`src/rtl/sw_cond_pkg.sv`:
```
// Shared constants and types for the slide-switch conditioner.
// The optional rise/fall pulse outputs are enabled by SW_COND_EDGE_EN.
package sw_cond_pkg;

  localparam int SW_WIDTH_DEF = 4;
  localparam int SW_DEB_SIM   = 16;
  localparam int SW_DEB_HW    = 1_000_000;  // 10 ms at 100 MHz

  typedef enum logic {
    STABLE,
    PENDING
  } sw_deb_state_e;

endpackage

```
`src/rtl/sw_conditioner_if.sv`:
```
// Switch bundle between the raw pins and the conditioned consumers.
// sw_rise/sw_fall exist only when SW_COND_EDGE_EN is defined.
interface sw_conditioner_if
  import sw_cond_pkg::*;
#(
  parameter int WIDTH = SW_WIDTH_DEF
);

  logic [WIDTH-1:0] sw;
  logic [WIDTH-1:0] sw_level;
  logic             sw_changed;
`ifdef SW_COND_EDGE_EN
  logic [WIDTH-1:0] sw_rise;
  logic [WIDTH-1:0] sw_fall;
`endif

  modport master (
    input  sw,
    output sw_level,
    output sw_changed
`ifdef SW_COND_EDGE_EN
    ,
    output sw_rise,
    output sw_fall
`endif
  );

  modport slave (
    output sw,
    input  sw_level,
    input  sw_changed
`ifdef SW_COND_EDGE_EN
    ,
    input  sw_rise,
    input  sw_fall
`endif
  );

endinterface

```
`src/rtl/sw_debounce_bit.sv`:
```
// One switch channel: two-flop synchroniser, stability counter, level register
// and registered change pulses (rise/fall only with SW_COND_EDGE_EN).
module sw_debounce_bit
  import sw_cond_pkg::*;
#(
  parameter int DEBOUNCE_CYCLES = SW_DEB_SIM
) (
  input  logic clk,
  input  logic rst,
  input  logic sw_raw,
  output logic level,
  output logic changed
`ifdef SW_COND_EDGE_EN
  ,
  output logic rise,
  output logic fall
`endif
);

  if (DEBOUNCE_CYCLES < 1) begin : g_param_check
    $error("sw_debounce_bit: DEBOUNCE_CYCLES must be >= 1");
  end

  localparam int CNT_W = (DEBOUNCE_CYCLES > 1) ? $clog2(DEBOUNCE_CYCLES) : 1;
  localparam logic [CNT_W-1:0] CNT_LAST = CNT_W'(DEBOUNCE_CYCLES - 1);

  // sw_raw -> s1 is the only asynchronous crossing in the block.
  (* ASYNC_REG = "TRUE" *) logic s1;
  (* ASYNC_REG = "TRUE" *) logic s2;

  logic [CNT_W-1:0] cnt;
  sw_deb_state_e    state;
  logic             accept;

  // NOTE: every signal written in always_comb gets a value on every path, so no latch is inferred.
  always_comb begin
    state  = (s2 == level) ? STABLE : PENDING;
    accept = (state == PENDING) && (cnt == CNT_LAST);
  end

  // NOTE: sequential state uses non-blocking <= so every flop updates from pre-edge values.
  always_ff @(posedge clk) begin
    if (rst) begin
      s1      <= 1'b0;
      s2      <= 1'b0;
      cnt     <= '0;
      level   <= 1'b0;
      changed <= 1'b0;
`ifdef SW_COND_EDGE_EN
      rise    <= 1'b0;
      fall    <= 1'b0;
`endif
    end else begin
      s1      <= sw_raw;
      s2      <= s1;
      changed <= accept;
`ifdef SW_COND_EDGE_EN
      rise    <= accept & s2;
      fall    <= accept & ~s2;
`endif
      // A glitch back to the current level clears the count; accept stops it wrapping.
      if (state == STABLE || accept) cnt <= '0;
      else                           cnt <= cnt + 1'b1;
      if (accept) level <= s2;
    end
  end

endmodule

```
`src/rtl/sw_conditioner.sv`:
```
// Debounced switch conditioner: WIDTH independent channels plus a combined
// change pulse. Rise/fall pulse outputs are present only with SW_COND_EDGE_EN.
module sw_conditioner
  import sw_cond_pkg::*;
#(
  parameter int WIDTH           = SW_WIDTH_DEF,
  parameter int DEBOUNCE_CYCLES = SW_DEB_SIM
) (
  input  logic              clk,
  input  logic              rst,
  sw_conditioner_if.master  sw_bus
);

  logic [WIDTH-1:0] changed;

  for (genvar i = 0; i < WIDTH; i++) begin : g_bit
    sw_debounce_bit #(
      .DEBOUNCE_CYCLES (DEBOUNCE_CYCLES)
    ) u_bit (
      .clk     (clk),
      .rst     (rst),
      .sw_raw  (sw_bus.sw[i]),
      .level   (sw_bus.sw_level[i]),
      .changed (changed[i])
`ifdef SW_COND_EDGE_EN
      ,
      .rise    (sw_bus.sw_rise[i]),
      .fall    (sw_bus.sw_fall[i])
`endif
    );
  end

  // The per-bit pulses are already registered, so the OR lines up with them.
  assign sw_bus.sw_changed = |changed;

endmodule

```
`src/flat_wrapper.sv`:
```
// flat-port wrapper written by rule: the top's interface ports become plain ports
module sw_conditioner_flat import sw_cond_pkg::*;
#(
  parameter int WIDTH           = SW_WIDTH_DEF,
  parameter int DEBOUNCE_CYCLES = SW_DEB_SIM
)
  (clk, rst, sw_bus_sw, sw_bus_sw_level, sw_bus_sw_changed);
  sw_conditioner_if #(.WIDTH(WIDTH)) sw_bus_i ();
  input  logic clk;
  input  logic rst;
  input wire logic [$bits(sw_bus_i.sw)-1:0] sw_bus_sw;
  output wire logic [$bits(sw_bus_i.sw_level)-1:0] sw_bus_sw_level;
  output wire logic [$bits(sw_bus_i.sw_changed)-1:0] sw_bus_sw_changed;
  assign sw_bus_i.sw = sw_bus_sw;
  assign sw_bus_sw_level = sw_bus_i.sw_level;
  assign sw_bus_sw_changed = sw_bus_i.sw_changed;
  sw_conditioner #(.WIDTH(WIDTH), .DEBOUNCE_CYCLES(DEBOUNCE_CYCLES)) u_core (.clk(clk), .rst(rst), .sw_bus(sw_bus_i));
endmodule
```
`config.mk`:
```
export PLATFORM = sky130hd
export DESIGN_NAME = sw_conditioner_flat
export DESIGN_NICKNAME = d
export VERILOG_FILES = /design/src/rtl/sw_cond_pkg.sv /design/src/rtl/sw_conditioner_if.sv /design/src/rtl/sw_debounce_bit.sv /design/src/rtl/sw_conditioner.sv /design/src/flat_wrapper.sv
export SDC_FILE = /design/constraint.sdc
export NUM_CORES = 1
export LEC_CHECK = 0
export ABC_AREA = 1
export CELL_PAD_IN_SITES_DETAIL_PLACEMENT = 0
export CELL_PAD_IN_SITES_GLOBAL_PLACEMENT = 2
export CORE_ASPECT_RATIO = 0.9
export CORE_MARGIN = 1.5
export CORE_UTILIZATION = 33
export DETAILED_ROUTE_END_ITERATION = 6
export PLACE_DENSITY_LB_ADDON = 0.25
export RECOVER_POWER = 50
export SYNTH_ARGS = -nofsm -noshare
export SYNTH_HDL_FRONTEND = slang
export SYNTH_SLANG_ARGS = --single-unit
```
`constraint.sdc`:
```
create_clock -name clk -period 1.3 [get_ports clk]
set_clock_uncertainty 0.1 [all_clocks]
set_input_delay 0.325 -clock clk [delete_from_list [all_inputs] [get_ports clk]]
set_output_delay 0.325 -clock clk [all_outputs]
set_load 0.1 [all_outputs]
```
==> results by group, run 1 <==
Detailed routing
  – Number of nets with antenna violations after detailed routing: 0
  – Drt pass-1 iters: 4
  – Number of DRC violations after detailed-routing iteration 0: 26
  – DRC Markers: 0
  – Via Count: 921
  – Post-detailed-route wirelength per cell: 9.13 um
  – Via/cell ratio: 4.24
  – Final wirelength: 1980 um

Finish
  – Synth-to-Final Area Change: 20.7%
  – Finished Core Util: 41.2%
  – Fraction of final layout cells sized beyond drive strength 1: 14.6%
  – Cell area after layout: 0.00153 mm2
  – Number of inserted diodes: 0
  – Fin cells: 217
  – Layout net count: 180

Worst setup path
  – Buf/Inv on CP: 1
  – Crit path capture type: output pin
  – CP max FO: 1
  – Slowest stage cell, crit path: sky130_fd_sc_hd__dfxtp_1
  – Worst path required time: 0.88 ns
  – Worst setup path class: register to output pin
  – Nature of the critical path startpoint: register
  – Cell type group with the largest total delay on the critical path: flip-flops
  – Maximum cell stage delay along the critical path: 0.30 ns
  – Crit-path cells: nor2_2 -> nand2_2 -> buf_12
  – Data arrival, critical path: 0.95 ns

GRT
  – Via count of the first global-routing pass: 821
  – Total overflow reported by the global router: 0
  – Antenna violations before repair: 0
  – Overall routing resource usage: 11.6%
  – Largest net degree at the start of global routing: 13
  – First-pass GRT wire length: 3350 um

Placed design
  – Cell Area, Placed: 0.00144 mm2
  – Number of input and output port buffers inserted: 10
  – Global placer's final weighted congestion: 0.651
  – Cells after DPL: 209
  – Estimated wirelength of the detail-placed design: 1440 um

Floorplanning
  – Floorplan Core Area: 0.00370 mm2
  – Die span in x: 68.2 um
  – Die Outline Area: 0.00421 mm2
  – Boundary Pins: 11
  – Height of the die: 61.7 um
  – Effective utilization at floorplan: 34.1%
  – Row count: 21

STA
  – Worst hold slack: 0.304 ns
  – Worst Max-Slew Pin Slew: 0.230 ns
  – Final setup violation count: 1
  – Final hold violations: 0
  – Worst setup margin: -0.0730 ns
  – Clock period minus worst slack: 1.37 ns
  – Unrepaired setup endpoints after global routing: yes
  – Number of max-slew violations in the final report: 0
  – Fmax achieved: 0.728 GHz
  – Slew Limit Headroom: 84.7%
  – Part of the cycle the worst path needs: 106%

Outcome
  – Violations in the final reports: negative setup slack
  – Run status: finished with violations

Clocking
  – CTS Buffer Depth: 2
  – Cell at the root of the clock tree: sky130_fd_sc_hd__clkbuf_8
  – Clock sinks: 32
  – Setup fix buffers added after clock tree synthesis: 0
  – H-tree depth: 2
  – TritonCTS clock tree: done
  – Clock edge transition at the registers on the reported setup and hold paths: 0.06 ns
  – Latest clock arrival within the worst-skew pair: 0.28 ns
  – TritonCTS buffer count: 5

Synthesis
  – Net count after synthesis: 168
  – Mean post-synth cell area: 8.00 um2
  – Synth cell types: 16
  – Post-synthesis cell count: 158
  – Seq/Total Area, Yosys: 50.7%
  – Count of state elements after synthesis: 32
  – Count of yosys warnings during synthesis: 0
  – Summed instance area of the synthesized netlist: 0.00126 mm2

Hold path
  – Type of the worst min-delay path: register to register

Power
  – Peak supply drop: 642 uV
  – Leak pwr: 0.659 nW
  – Power density over the cells: 1190 mW/mm2

Job
  – Number of max-cap violations: 0
==> synth_stat cells (all sizes together) <==
cell	count	area, um2
dfxtp	32	641
nor2	30	113
nand2	29	109
inv	27	101
nand3	20	135
buf	6	46.3
ha	4	50.1
nand4	4	25.0
xnor2	4	35.0
clkinv	2	8.75
==> power by group <==
part / internal (mW) / leakage [nW] / switching [mW] / total [mW]
Combinational: 0.0243 / 0.351 / 0.0297 / 0.0539
Sequential: 0.990 / 0.263 / 0.00872 / 0.999
Clock: 0.431 / 0.0455 / 0.336 / 0.767
==> kinds of logic (layout without fill, tap and decap cells) <==
logic type,after synthesis,after routing,synth area share (%)
flip-flops,32,32,50.7
AND/OR/NAND/NOR,83,83,30.2
adder cells (fa/ha/maj),4,4,3.96
XOR/XNOR,4,4,2.77
buffers and inverters,35,48,12.4
==> registers in the layout, summed over array words and instances, names as in the netlist <==
name                        count
u_core.g_bit.u_bit.level        4
u_core.g_bit.u_bit.s2           4
u_core.g_bit.u_bit.changed      4
u_core.g_bit.u_bit.s1           4
u_core.g_bit.u_bit.cnt         16
==> final cells by class <==
cell class / instances / area [um2]
multi-input combinational: 91 / 459
tap: 46 / 57.6
clock buffer: 8 / 90.1
sequential: 32 / 653
timing repair buffer: 11 / 155
inverter: 29 / 110
fill: 378 / 2180
==> repair_timing <==
| action | in CTS | in global routing |
|---|---|---|
| pin swaps | 3 | 0 |
| hold buffers | 0 | 0 |
| endpoints found under the setup margin | 5 | 4 |
| gates resized for setup | 4 | 5 |
==> worst register-to-register path: stages, from the launching register on <==
cell	delay, ns
sky130_fd_sc_hd__dfxtp_1	0.38
sky130_fd_sc_hd__ha_1	0.20
sky130_fd_sc_hd__nand3_1	0.14
sky130_fd_sc_hd__nand3_1	0.17
sky130_fd_sc_hd__nor2_1	0.06
==> metal layers <==
| metal | vias up | global-route usage, % | share of wire (%) |
|---|---|---|---|
| li1 | 498 | - | - |
| met2 | 17 | 16.2 | 43 |
| met3 | 5 | 7.57 | 6.4 |
| met1 | 401 | 13.2 | 48 |
| met4 | 0 | 6.86 | 2.7 |
| met5 | - | 0 | 0 |
==> cell usage in the layout, fill, tap and decap left out, drive strengths merged <==
cell type / count
clkdlybuf4s50: 4
nand3: 20
nand4: 4
inv: 27
buf: 5
nand2: 29
nor2: 30
ha: 4
clkinv: 2
dlygate4sd3: 1
dfxtp: 32
xnor2: 4
clkbuf: 9
==> final timing paths <==
path                                                      to  cells after the start  slack (ns)                           from
worst max-delay path                       sw_bus_sw_changed                      3       -0.07  u_core.g_bit[3].u_bit.changed
worst min-delay path                u_core.g_bit[2].u_bit.s2                      2        0.30       u_core.g_bit[2].u_bit.s1
worst max register to register  u_core.g_bit[2].u_bit.cnt[0]                      4        0.15   u_core.g_bit[2].u_bit.cnt[0]
worst min register to register      u_core.g_bit[2].u_bit.s2                      2        0.30       u_core.g_bit[2].u_bit.s1
==> per-stage QoR <==
step	setup slack [ns]	total power, mW	setup TNS (ns)
detailed placement	-0.192	1.09	-2.19
global route	-0.143	1.91	-0.481
global placement	-0.142	1.08	-1.74
finish	-0.0730	1.82	-0.0730
CTS	-0.107	1.86	-0.107
floorplan	0.158	1.06	0
Power figures use the tool's default switching activity.
==> run 2, diff against run 1 <==
- SLEW_MARGIN: default -> 10
==> results of run 2 <==
No change in the layout: final DEF, timing and power equal those of run 1.
